<file path="src/rtl/mii_tx_arb_pkg.sv">
// Shared types and constants for the MII transmit frame arbiter.
// Contents: FSM state enum, preamble/SFD nibbles, preamble length,
// CRC-32 constants and a byte-wise reflected CRC-32 update helper
// (used when MII_TX_ARB_FCS_EN is defined).
package mii_tx_arb_pkg;

    typedef enum logic [2:0] {
        IDLE,
        PRE,
        DATA,
        FCS,
        ERR,
        IFG
    } arb_state_t;

    localparam logic [3:0]  PREAMBLE_NIBBLE = 4'h5;
    localparam logic [3:0]  SFD_NIBBLE      = 4'hD;
    localparam int unsigned PRE_LEN         = 16;

    localparam logic [31:0] CRC_POLY        = 32'h04C1_1DB7;
    localparam logic [31:0] CRC_INIT        = 32'hFFFF_FFFF;

    // Bit-reverse a 32-bit word (normal <-> reflected polynomial form).
    function automatic logic [31:0] reflect32(input logic [31:0] v);
        logic [31:0] r;
        r = '0;
        for (int i = 0; i < 32; i++) begin
            r[i] = v[31-i];
        end
        return r;
    endfunction

    localparam logic [31:0] CRC_POLY_REFL = reflect32(CRC_POLY);

    // Reflected CRC-32 update over one byte, LSB first (same order as the
    // nibbles leave on the wire: low nibble, then high nibble).
    function automatic logic [31:0] crc32_byte(input logic [31:0] crc_in,
                                               input logic [7:0]  data);
        logic [31:0] c;
        c = crc_in ^ {24'h0, data};
        for (int i = 0; i < 8; i++) begin
            c = c[0] ? ((c >> 1) ^ CRC_POLY_REFL) : (c >> 1);
        end
        return c;
    endfunction

endpackage

</file>
<file path="src/rtl/mii_tx_arbiter_rr.sv">
// Round-robin arbiter: picks the first asserted request at or after ptr,
// wrapping around. Purely combinational.
// Ports:
//   req       in  NREQ   request vector
//   ptr       in  PTR_W  index with highest priority this round
//   grant     out NREQ   one-hot winner, 0 when no request
//   grant_idx out PTR_W  binary index of the winner, 0 when no request
module rr_arbiter #(
    parameter  int unsigned NREQ  = 2,
    localparam int unsigned PTR_W = (NREQ > 1) ? $clog2(NREQ) : 1
) (
    input  logic [NREQ-1:0]  req,
    input  logic [PTR_W-1:0] ptr,
    output logic [NREQ-1:0]  grant,
    output logic [PTR_W-1:0] grant_idx
);

    logic             found;
    logic [PTR_W-1:0] idx;

    // Scan NREQ positions starting at ptr; the first hit wins.
    always_comb begin
        grant     = '0;
        grant_idx = '0;
        found     = 1'b0;
        idx       = '0;
        for (int i = 0; i < int'(NREQ); i++) begin
            idx = PTR_W'((int'(ptr) + i) % int'(NREQ));
            if (!found && req[idx]) begin
                found      = 1'b1;
                grant[idx] = 1'b1;
                grant_idx  = idx;
            end
        end
    end

endmodule

</file>
<file path="src/rtl/mii_tx_arbiter.sv">
// Shares one MII transmit port between NREQ byte-stream requesters.
// Whole frames are arbitrated round-robin, preamble+SFD is prepended,
// bytes are sent low nibble first, an underrun ends the frame with two
// txer cycles, and IFG_NIBBLES txen-low cycles separate frames.
// Optional feature: define MII_TX_ARB_FCS_EN to append a CRC-32 FCS.
// IFG_NIBBLES must be at least 2.
// Ports:
//   mii_txc      in   MII TX clock
//   mii_txrst    in   asynchronous active-high reset
//   s_valid      in   per-requester byte valid
//   s_ready      out  per-requester byte accept (combinational)
//   s_data       in   requester i byte at [8i+7:8i]
//   s_last       in   byte is final payload byte of its frame
//   grant        out  one-hot owner of current frame, 0 when idle
//   busy         out  FSM not in IDLE
//   frame_abort  out  one-cycle pulse on underrun abort
//   mii_txen/mii_txer/mii_txd  out  MII transmit interface
module mii_tx_arbiter
    import mii_tx_arb_pkg::*;
#(
    parameter int unsigned NREQ        = 2,
    parameter int unsigned IFG_NIBBLES = 24
) (
    input  logic              mii_txc,
    input  logic              mii_txrst,
    input  logic [NREQ-1:0]   s_valid,
    output logic [NREQ-1:0]   s_ready,
    input  logic [8*NREQ-1:0] s_data,
    input  logic [NREQ-1:0]   s_last,
    output logic [NREQ-1:0]   grant,
    output logic              busy,
    output logic              frame_abort,
    output logic              mii_txen,
    output logic              mii_txer,
    output logic [3:0]        mii_txd
);

    localparam int unsigned PTR_W   = (NREQ > 1) ? $clog2(NREQ) : 1;
    localparam int unsigned CNT_MAX = (IFG_NIBBLES > PRE_LEN) ? IFG_NIBBLES : PRE_LEN;
    localparam int unsigned CNT_W   = $clog2(CNT_MAX + 1);

    arb_state_t       state;
    logic [CNT_W-1:0] cnt;
    logic             phase;     // current output cycle is a byte-accept slot
    logic             last_r;    // byte in flight is the last of the frame
    logic             tail;      // high nibble of the last byte is on the wire
    logic [3:0]       hi_nib;
    logic [PTR_W-1:0] own_idx;
    logic [PTR_W-1:0] rr_ptr;
    logic [PTR_W-1:0] arb_idx;
    logic [NREQ-1:0]  arb_grant;
    logic [7:0]       cur_byte;
    logic             cur_valid;
    logic             cur_last;
`ifdef MII_TX_ARB_FCS_EN
    logic [31:0]      crc;
`endif

    rr_arbiter #(.NREQ(NREQ)) u_rr (
        .req       (s_valid),
        .ptr       (rr_ptr),
        .grant     (arb_grant),
        .grant_idx (arb_idx)
    );

    // Ready only in accept slots (SFD and non-final high nibbles); during the
    // final high nibble a byte would belong to the next frame, so none is taken.
    assign s_ready = (state == DATA && phase) ? grant : '0;

    // Mux the owning requester's stream.
    always_comb begin
        cur_byte  = '0;
        cur_valid = 1'b0;
        cur_last  = 1'b0;
        for (int i = 0; i < int'(NREQ); i++) begin
            if (own_idx == PTR_W'(i)) begin
                cur_byte  = s_data[8*i +: 8];
                cur_valid = s_valid[i];
                cur_last  = s_last[i];
            end
        end
    end

    // Frame FSM with registered MII outputs.
    always_ff @(posedge mii_txc or posedge mii_txrst) begin
        if (mii_txrst) begin
            state       <= IDLE;
            cnt         <= '0;
            phase       <= 1'b0;
            last_r      <= 1'b0;
            tail        <= 1'b0;
            hi_nib      <= '0;
            own_idx     <= '0;
            rr_ptr      <= '0;
            grant       <= '0;
            busy        <= 1'b0;
            frame_abort <= 1'b0;
            mii_txen    <= 1'b0;
            mii_txer    <= 1'b0;
            mii_txd     <= '0;
`ifdef MII_TX_ARB_FCS_EN
            crc         <= CRC_INIT;
`endif
        end else begin
            frame_abort <= 1'b0;
            case (state)
                IDLE: begin
                    if (|s_valid) begin
                        state    <= PRE;
                        busy     <= 1'b1;
                        grant    <= arb_grant;
                        own_idx  <= arb_idx;
                        rr_ptr   <= (arb_idx == PTR_W'(NREQ - 1)) ? '0 : arb_idx + PTR_W'(1);
                        mii_txen <= 1'b1;
                        mii_txd  <= PREAMBLE_NIBBLE;
                        cnt      <= CNT_W'(1);
                        phase    <= 1'b0;
                        last_r   <= 1'b0;
                        tail     <= 1'b0;
`ifdef MII_TX_ARB_FCS_EN
                        crc      <= CRC_INIT;
`endif
                    end
                end
                PRE: begin
                    if (cnt == CNT_W'(PRE_LEN - 1)) begin
                        state   <= DATA;
                        mii_txd <= SFD_NIBBLE;
                        phase   <= 1'b1;
                    end else begin
                        mii_txd <= PREAMBLE_NIBBLE;
                        cnt     <= cnt + CNT_W'(1);
                    end
                end
                DATA: begin
                    if (tail) begin
`ifdef MII_TX_ARB_FCS_EN
                        state   <= FCS;
                        mii_txd <= ~crc[3:0];
                        crc     <= {4'h0, crc[31:4]};
                        cnt     <= CNT_W'(1);
`else
                        state    <= IFG;
                        mii_txen <= 1'b0;
                        mii_txd  <= '0;
                        grant    <= '0;
                        cnt      <= '0;
`endif
                    end else if (phase) begin
                        if (cur_valid) begin
                            mii_txd <= cur_byte[3:0];
                            hi_nib  <= cur_byte[7:4];
                            last_r  <= cur_last;
                            phase   <= 1'b0;
`ifdef MII_TX_ARB_FCS_EN
                            crc     <= crc32_byte(crc, cur_byte);
`endif
                        end else begin
                            state       <= ERR;
                            mii_txer    <= 1'b1;
                            mii_txd     <= '0;
                            frame_abort <= 1'b1;
                            phase       <= 1'b0;
                            cnt         <= '0;
                        end
                    end else begin
                        mii_txd <= hi_nib;
                        if (last_r) begin
                            tail <= 1'b1;
                        end else begin
                            phase <= 1'b1;
                        end
                    end
                end
`ifdef MII_TX_ARB_FCS_EN
                FCS: begin
                    if (cnt == CNT_W'(8)) begin
                        state    <= IFG;
                        mii_txen <= 1'b0;
                        mii_txd  <= '0;
                        grant    <= '0;
                        cnt      <= '0;
                    end else begin
                        mii_txd <= ~crc[3:0];
                        crc     <= {4'h0, crc[31:4]};
                        cnt     <= cnt + CNT_W'(1);
                    end
                end
`endif
                ERR: begin
                    if (cnt == '0) begin
                        cnt <= CNT_W'(1);
                    end else begin
                        state    <= IFG;
                        mii_txen <= 1'b0;
                        mii_txer <= 1'b0;
                        mii_txd  <= '0;
                        grant    <= '0;
                        cnt      <= '0;
                    end
                end
                IFG: begin
                    // The single IDLE cycle completes the IFG_NIBBLES low gap.
                    if (cnt == CNT_W'(IFG_NIBBLES - 2)) begin
                        state <= IDLE;
                        busy  <= 1'b0;
                    end else begin
                        cnt <= cnt + CNT_W'(1);
                    end
                end
                default: begin
                    state <= IDLE;
                    busy  <= 1'b0;
                end
            endcase
        end
    end

endmodule

</file>
<file path="config.mk">
export PLATFORM = sky130hd
export DESIGN_NAME = mii_tx_arbiter
export DESIGN_NICKNAME = d
export VERILOG_FILES = /design/src/rtl/mii_tx_arb_pkg.sv /design/src/rtl/mii_tx_arbiter_rr.sv /design/src/rtl/mii_tx_arbiter.sv
export SDC_FILE = /design/constraint.sdc
export NUM_CORES = 1
export LEC_CHECK = 0
export ABC_AREA = 0
export BUFFER_PORTS_ARGS = -buffer_cell sky130_fd_sc_hd__buf_2
export CAP_MARGIN = 20
export CORE_ASPECT_RATIO = 1.75
export CORE_MARGIN = 3
export CORE_UTILIZATION = 58
export DETAILED_ROUTE_END_ITERATION = 16
export HOLD_SLACK_MARGIN = 0.06
export MAX_ROUTING_LAYER = met4
export PLACE_DENSITY = 0.84
export SLEW_MARGIN = 20
export SYNTH_ARGS = -nofsm -noshare
export SYNTH_HDL_FRONTEND = slang
export SYNTH_SLANG_ARGS = --single-unit
export TNS_END_PERCENT = 50
</file>
<file path="constraint.sdc">
create_clock -name mii_txc -period 3.1 [get_ports mii_txc]
set_input_delay 0.31 -clock mii_txc [delete_from_list [all_inputs] [get_ports mii_txc]]
set_output_delay 0.31 -clock mii_txc [all_outputs]
set_load 0.005 [all_outputs]
</file>
==> results of run 1 <==
report_power, final:
| group | total (uW) | switching [uW] | internal [uW] |
|---|---|---|---|
| clock | 200 | 110 | 90.1 |
| sequential | 594 | 144 | 450 |
| combinational | 516 | 259 | 257 |
| total | 1310 | 513 | 798 |
stage by stage:
step	instance area [sq um]	setup slack [ns]	hold slack (ns)	power, uW	util [%]
floorplan	1580	1.13	0.363	952	-
global placement	1760	1.00	0.456	1070	68.8
detailed placement	1760	0.942	0.460	1110	68.8
CTS	1800	0.906	0.295	1310	70.6
global route	1820	0.798	0.129	1400	71.2
finish	1820	0.909	0.0928	1310	71.2
area by class of cell:
cell class	count	area, sq um	share of cell area (%)
Inverter	9	33.8	1.86
Tap cell	26	32.5	1.79
Timing Repair Buffer	34	180	9.92
Multi-Input combinational cell	120	848	46.7
Clock buffer	3	41.3	2.27
Sequential cell	27	676	37.2
Clock inverter	1	5.00	0.275
logic make-up (layout without fill, tap and decap cells):
family	count (synthesis)	after routing	share of synthesized area, %
mux	16	16	11.2
fa+ha+maj	4	4	3.17
buf+inv	14	47	3.56
simple gates	59	59	21.9
flops	27	27	42.8
compound gates	41	41	17.4
worst max-delay path, stage by stage, from the launching register on:
cell,delay (ns)
dfrtp_1,0.70
mux2i_2,0.42
a21oi_2,0.14
nor4b_4,0.43
mux2_2,0.39
cell usage after synthesis, types with 3 or more instances:
library cell  instances  share of area, %
nor2b_1               5               2.0
dfrtp_1              27                43
a21o_1                7               3.3
or2_2                 3               1.2
and3_1                4               1.6
buf_2                 3              0.95
inv_1                 9               2.1
a21oi_1              11               3.5
o21ai_0               6               1.9
a31oi_1               3               1.2
nand3_1               4               1.3
nor3_1                4               1.3
nor2_1               14               3.3
mux2_2                6               4.3
nand2_1              11               2.6
nand2b_1              4               1.6
ha_1                  4               3.2
mux2i_1               8               5.1
cell usage in the layout (no fill, tap or decap), types with 2 or more instances in the layout:
cell type,n
or2_2,3
a21oi_1,11
o22a_1,2
inv_1,9
dfrtp_1,27
nand2_1,11
nor3_1,4
o21ai_0,6
ha_1,4
mux2_2,6
nor2b_1,5
nand3b_1,2
nand3_1,4
a21o_1,7
clkbuf_8,3
buf_2,33
mux2i_1,8
nor3b_2,2
a31oi_1,3
and3_1,4
nand2b_1,4
nor2_1,14
registers in the layout, indices dropped and copies added, names as in the netlist:
signal       flops
own_idx          1
phase            1
tail             1
last_r           1
mii_txen         1
busy             1
mii_txer         1
frame_abort      1
cnt              5
grant            2
rr_ptr           1
state            3
mii_txd          4
hi_nib           4
how the worst min path moves through the flow:
stage	start	to	slack [ns]	depth (start not counted)
global placement	mii_txer	mii_txer	0.46	1
detailed placement	mii_txer	mii_txer	0.46	1
finish	mii_txrst	state[0]	0.09	2
global route	mii_txrst	state[0]	0.13	2
CTS	mii_txrst	state[1]	0.29	2
floorplan	mii_txrst	busy	0.36	1
metal layers:
metal	share of wire [%]	up-vias
li1	-	643
met1	34	673
met2	57	62
met3	4.3	19
met4	3.9	0
met5	0	-
==> flow_summary.ini, run 1 <==
[run_status]
status = complete, no violations

[timing]
setup_viol = 0
tightest_slew_ns = 0.617
rsz0062_at_grt = no
fin_worst_skew_ns = 0.00527
drv_slew = 0
hold_viol = 0
slew_headroom_pct = 58.8
period_needed_ns = 2.19
fmax_ghz = 0.456
tns_ns = 0
post-route-period-util_pct = 70.7

[clocking]
cts-hold-fix-buffers = 0
clkTransAtPathRegs_ns = 0.09
htree_levels = 1
cts_buffers = 3
cts_tree = done
cts-resized-gates = 0
max-clock-path-buffers = 2
clock-sinks = 27
cts-root-buf = clkbuf_8
clock_latency_ns = 0.27
post_cts_buffers = 0

[global_route]
grt_start_max_net_pins = 28
antenna_found_initial = 0
track_usage_pct = 24.1
met2_usage_pct = 43.1
grt_overflow_total = 0
met3_usage_pct = 2.15
gr-usage-met1_pct = 25.0
grt.busiest_layer = met2
grt_pass1_wl_microns = 5930
grt_pass1_vias = 1374

[worst_setup_path]
cp-endpoint = cnt[4]
r2r_end = cnt[4]
critPathMaxFanout = 12
critical_path_class = reg -> reg
cp-end-kind = register
crit_arrival_ns = 2.35
reg2reg_from = own_idx
reg2regPathDepth = 4
start_kind = register
cp_data_required_time_ns = 3.26
startpoint = own_idx
reg2reg_slack_ns = 0.91

[cells_and_area]
nNetsFinal = 221
syn_to_final_growth_pct = 15.0
antenna_cells = 0
nFillCells = 183
drive_above_1_share_pct = 28.9
instances_no_fill = 220

[logic_synthesis]
yosysWarnings = 0
synth_edf_count = 0
ys_types = 42
ys_ff_latch = 27
async_flop_share_pct = 100
synth.yosys.seq_area_share_pct = 42.8
post_synth.cell_area_avg_sq_um = 9.82
postSynthNetCount = 187
netlist_instances = 161
synth_area_sq_mm = 0.00158
synth-main-ff-cell = dfrtp_1

[die]
die_x_microns = 45.5
coreArea_sq_mm = 0.00255
dieArea_sq_mm = 0.00341
start_util_pct = 61.9
std_cell_rows = 24
die_h_microns = 75.1
ios = 34

[place]
dp.cells = 215
portBuffers = 33
gp_congestion = 0.910
place_hpwl_microns = 2890

[pwr]
p_leak_uw = 0.000897
irDropWorstVdd_mv = 0.444
p_per_area_mw_per_mm2 = 721

[run]
cap_violations = 0

[drt]
drtAntennaViolNets = 0
vias = 1397
wl_microns = 3740
wl_per_cell_microns = 17.0
avgViaCountPerCell = 6.35
drcViolationCount = 0
drt_iter0_drc = 77
firstDrtPassIters = 4

[worst_hold_path]
hold_class = in -> async
Note: power is estimated with default switching activity, not from simulation.
==> inputs of run 2 (changes only) <==
CORE_UTILIZATION = 54   (was 58)
PLACE_DENSITY = 0.79   (was 0.84)
clock period = 2.2 ns   (was 3.1 ns; I/O delays follow)
==> run 2 against run 1 <==
Against the previous run: sequential power grew 29%; clock skew shrank 0.0019 ns; largest power group is now combinational logic; critical path depth grew 4; setup slack lost 0.82 ns; clock power grew 43%; register-to-register slack lost 0.82 ns; count of clock-buffer cells in the layout grew 1; via count shrank 0.43%; first-iteration DRC count shrank 53%.
==> flow_summary.ini, run 2 (synthesized netlist as in run 1, its figures left out) <==
[worst_setup_path]
cp-end-kind = register
cp_data_required_time_ns = 2.39
critical_path_class = reg -> reg
slowest_delay_ns = 0.42
crit_arrival_ns = 2.31
crit_top_cell = ha_1
r2r_end = cnt[1]
reg2reg_from = cnt[1]
reg2reg_slack_ns = 0.08
critPathMaxFanout = 3
slowest_stage = dfrtp_1
reg2regPathDepth = 8
cp_cell_sequence = ha_1 > and3_1 > ha_1 > nor2b_1 > nand2_1 > nor4b_4 > buf_4 > mux2i_2
start_kind = register

[place]
placed_cell_area_sq_mm = 0.00180
place_ws_ns = -0.00826
place_hpwl_microns = 2940
gp_congestion = 0.861
portBuffers = 33

[drt]
wl_microns = 3890
drcViolationCount = 0
vias = 1391
wl_per_cell_microns = 16.9
firstDrtPassIters = 4
avgViaCountPerCell = 6.05
drt_iter0_drc = 36
drtAntennaViolNets = 0

[die]
die_x_microns = 46.9
start_util_pct = 57.4
coreArea_sq_mm = 0.00275
ios = 34
dieArea_sq_mm = 0.00364
std_cell_rows = 25
die_h_microns = 77.6

[timing]
worst_slack_ns = 0.0845
tightest_slew_ns = 0.522
drv_slew = 0
fin_worst_skew_ns = 0.00342
slew_headroom_pct = 64.9
tns_ns = 0
post-route-period-util_pct = 96.2
hold_viol = 0
setup_viol = 0
period_needed_ns = 2.12
fmax_ghz = 0.473

[worst_hold_path]
holdPathEnd = hi_nib[0]
hp-start = s_data[4]
holdPathStages = 3
hold_class = in -> reg

[pwr]
p_per_area_mw_per_mm2 = 1030
p_leak_uw = 0.000929
p_seq_share_pct = 39.6
p_switching_uw = 743
pwr-share-clk_pct = 14.8
intPower_uw = 1190
switching_share_pct = 38.4
p_comb_share_pct = 45.5
irDropWorstVdd_mv = 0.800

[cells_and_area]
nNetsFinal = 230
nFillCells = 220
reg_top3 = cnt: 5 flops, hi_nib: 4 flops, mii_txd: 4 flops
final_area_sq_mm = 0.00188
mostFrequentLayoutCells = buf_2 (33), dfrtp_1 (27), nor2_1 (14), nand2_1 (11), a21oi_1 (11)
regMostFlops = cnt
drive_above_1_share_pct = 31.5
final_common_cell = buf_2
syn_to_final_growth_pct = 19.2
final_util_pct = 68.4
antenna_cells = 0
largest_reg_flops = 5

[global_route]
grt_start_max_net_pins = 28
antenna_found_initial = 0
grt_pass1_wl_microns = 6510
grt_overflow_total = 0
track_usage_pct = 24.7
grt_pass1_vias = 1505

[clocking]
cts-root-buf = clkbuf_8
htree_levels = 1
cts_tree = done
cts_buffers = 3
clkTransAtPathRegs_ns = 0.09
clock-sinks = 27
clock_latency_ns = 0.27
max-clock-path-buffers = 2

[run_status]
status = complete, no violations

[run]
cap_violations = 0
==> run 2: area by class of cell <==
cell class	count	area, sq um	area share [%]
Inverter	9	33.8	1.79
Sequential cell	27	676	35.9
Timing Repair Buffer	43	243	12.9
Multi-Input combinational cell	120	852	45.2
Tap cell	27	33.8	1.79
Clock buffer	4	45.0	2.39
==> run 2: critical path: cells and delay by family, from the launching register on <==
family / cells / cell delay [ns]
and+or+nand+nor: 4 / 0.77
adders and majority gates: 2 / 0.43
DFF: 1 / 0.42
muxes: 1 / 0.23
buffers and inverters: 1 / 0.20
==> run 2: worst max-delay path by stage <==
stage,cells past startpoint,slack (ns),start,end
4_1_cts,8,0.05,cnt[0],cnt[1]
2_1_floorplan,7,0.23,cnt[0],cnt[0]
3_5_place_dp,7,-0.008,cnt[0],cnt[4]
3_3_place_gp,7,0.14,cnt[0],cnt[0]
5_1_grt,8,-0.008,cnt[1],cnt[1]
6_report,8,0.08,cnt[1],cnt[1]
==> run 2: routing by layer <==
layer | vias up | share of wire [%] | GRT usage, %
met2 | 48 | 58 | 43.5
met1 | 670 | 36 | 24.7
li1 | 661 | - | -
met3 | 12 | 3.6 | 3.48
met4 | 0 | 2.3 | 12.2
met5 | - | 0 | -
==> run 2: power groups by stage <==
stage / Combinational (uW) / Clock [uW] / Sequential, uW
floorplan: 602 / 0 / 739
global placement: 776 / 0 / 773
detailed placement: 813 / 0 / 784
CTS: 829 / 288 / 772
global route: 966 / 311 / 784
finish: 881 / 287 / 766
==> run 2: what timing repair did <==
action,in CTS,in global routing
endpoints found under the hold margin,27,0
hold buffers,1,0
resized for setup,0,1
pin swaps,0,1
buffers inserted,1,2
endpoints found under the setup margin,2,3
==> run 2: through the flow <==
stage | power (uW) | hold slack [ns] | cells
floorplan | 1340 | 0.273 | 161
global placement | 1550 | 0.290 | 222
detailed placement | 1600 | 0.301 | 222
CTS | 1890 | 0.248 | 228
global route | 2060 | 0.269 | 230
finish | 1930 | 0.240 | 230
==> inputs of run 3 (changes only) <==
RECOVER_POWER = 50   (was default)
==> run 3 against run 2 <==
Against the previous run: the flow now finishes with violations (capacitance limit, slew limit); largest cell class unchanged; sequential share of layout area rose by 0.12 points; cell count did not move; fmax rose by 0.12%; design area fell by 0.33%; combinational power fell by 0.7%; via count fell by 0.86%.
==> flow_summary.ini, run 3 (synthesized netlist as in run 1, its figures left out) <==
[run_status]
status = finished with violations
violations = capacitance limit, slew limit

[global_route]
grt_start_max_net_pins = 28
antenna_found_initial = 0
grt_overflow_total = 0
track_usage_pct = 24.7
grt_pass1_vias = 1505
grt_pass1_wl_microns = 6510

[pwr]
p_leak_uw = 0.000920
irDropWorstVdd_mv = 0.799
p_seq_share_pct = 39.8
p_per_area_mw_per_mm2 = 1030
switching_share_pct = 38.5
intPower_uw = 1190
fin_total_pwr_uw = 1930
p_comb_share_pct = 45.4
pwr-share-clk_pct = 14.8
p_switching_uw = 742

[worst_setup_path]
r2r_end = cnt[1]
reg2regPathDepth = 8
critPathMaxFanout = 3
crit_arrival_ns = 2.30
cp_data_required_time_ns = 2.39
cp-end-kind = register
start_kind = register
critical_path_class = reg -> reg
reg2reg_from = cnt[1]
startpoint = cnt[1]
reg2reg_slack_ns = 0.09

[drt]
wl_microns = 3870
drcViolationCount = 0
vias = 1379
drt_iter0_drc = 39
firstDrtPassIters = 4
avgViaCountPerCell = 6.00
wl_per_cell_microns = 16.8
drtAntennaViolNets = 0

[clocking]
clock_latency_ns = 0.27
cts_buffers = 3
htree_levels = 1
max-clock-path-buffers = 2
clkTransAtPathRegs_ns = 0.09
clock-sinks = 27
cts_tree = done
cts-root-buf = clkbuf_8

[place]
gp_congestion = 0.861
place_ws_ns = -0.00826
portBuffers = 33
place_hpwl_microns = 2940

[cells_and_area]
drive_above_1_share_pct = 30.0
reg_top3 = cnt: 5 flops, hi_nib: 4 flops, mii_txd: 4 flops
largest_reg_flops = 5
final_common_cell = buf_2
regMostFlops = cnt
antenna_cells = 0
mostFrequentLayoutCells = buf_2 (31), dfrtp_1 (27), nor2_1 (14), nand2_1 (11), a21oi_1 (11)
syn_to_final_growth_pct = 18.8
final_util_pct = 68.2
nNetsFinal = 230

[die]
std_cell_rows = 25
die_h_microns = 77.6
start_util_pct = 57.4
coreArea_sq_mm = 0.00275
die_x_microns = 46.9
ios = 34
dieArea_sq_mm = 0.00364

[timing]
fin_worst_skew_ns = 0.00385
setup_viol = 0
tns_ns = 0
fmax_ghz = 0.473
period_needed_ns = 2.11
tightest_slew_ns = 1.53
post-route-period-util_pct = 96.0
worst_slack_ns = 0.0871
hold_viol = 0
drv_slew = 28
slew_headroom_pct = -1.74

[run]
cap_violations = 1

[worst_hold_path]
hold_class = in -> reg
holdPathStages = 3
hp-start = s_data[4]
holdPathEnd = hi_nib[0]
==> run 3: changes by cell type in the layout (fill, tap and decap cells not counted), sizes merged <==
cell	previous run	this run
buf	42	39
clkbuf	4	7
==> run 3: power by group through the flow <==
| stage | clock network, uW | registers [uW] | logic [uW] |
|---|---|---|---|
| finish | 285 | 767 | 875 |
| CTS | 288 | 772 | 829 |
| floorplan | 0 | 739 | 602 |
| detailed placement | 0 | 784 | 813 |
| global placement | 0 | 773 | 776 |
| global route | 311 | 785 | 960 |
==> run 3: routing by layer <==
layer / GRT usage [%] / vias up / part of all wire (%)
met5: - / - / 0
met4: 12.2 / 0 / 2.0
met3: 3.48 / 10 / 3.0
met2: 43.5 / 40 / 59
met1: 24.7 / 666 / 36
li1: - / 663 / -
==> run 3: repair_timing <==
action	4_1_cts	5_1_grt
buffers inserted	1	2
gates resized for setup	0	1
hold buffers	1	0
hold endpoints to repair	27	0
setup endpoints to repair	2	3
pin swaps	0	1
==> run 3: final cells by class <==
| type | count | area, sq um |
|---|---|---|
| multi-input combinational | 120 | 852 |
| fill | 221 | 876 |
| sequential | 27 | 676 |
| inverter | 9 | 33.8 |
| timing repair buffer | 43 | 236 |
| clock buffer | 4 | 45.0 |
| tap | 27 | 33.8 |
==> run 3: worst max-delay path by stage <==
| stage | slack [ns] | endpoint |
|---|---|---|
| floorplan | 0.23 | cnt[0] |
| global placement | 0.14 | cnt[0] |
| detailed placement | -0.008 | cnt[4] |
| CTS | 0.05 | cnt[1] |
| global route | -0.008 | cnt[1] |
| finish | 0.09 | cnt[1] |
==> run 3: metrics by stage <==
step	std cells	hold slack, ns	area (sq um)
after CTS	228	0.248	1860
after global placement	222	0.290	1800
after floorplan	161	0.273	1580
after detailed placement	222	0.301	1800
after global routing	230	0.269	1880
final	230	0.242	1880
==> run 3: critical path: stages (launching register included) <==
cell and delay [ns]:
dfrtp_1 0.42, ha_1 0.23, and3_1 0.19, ha_1 0.20
nor2b_1 0.15, nand2_1 0.11, nor4b_4 0.31, buf_4 0.20
mux2i_2 0.23
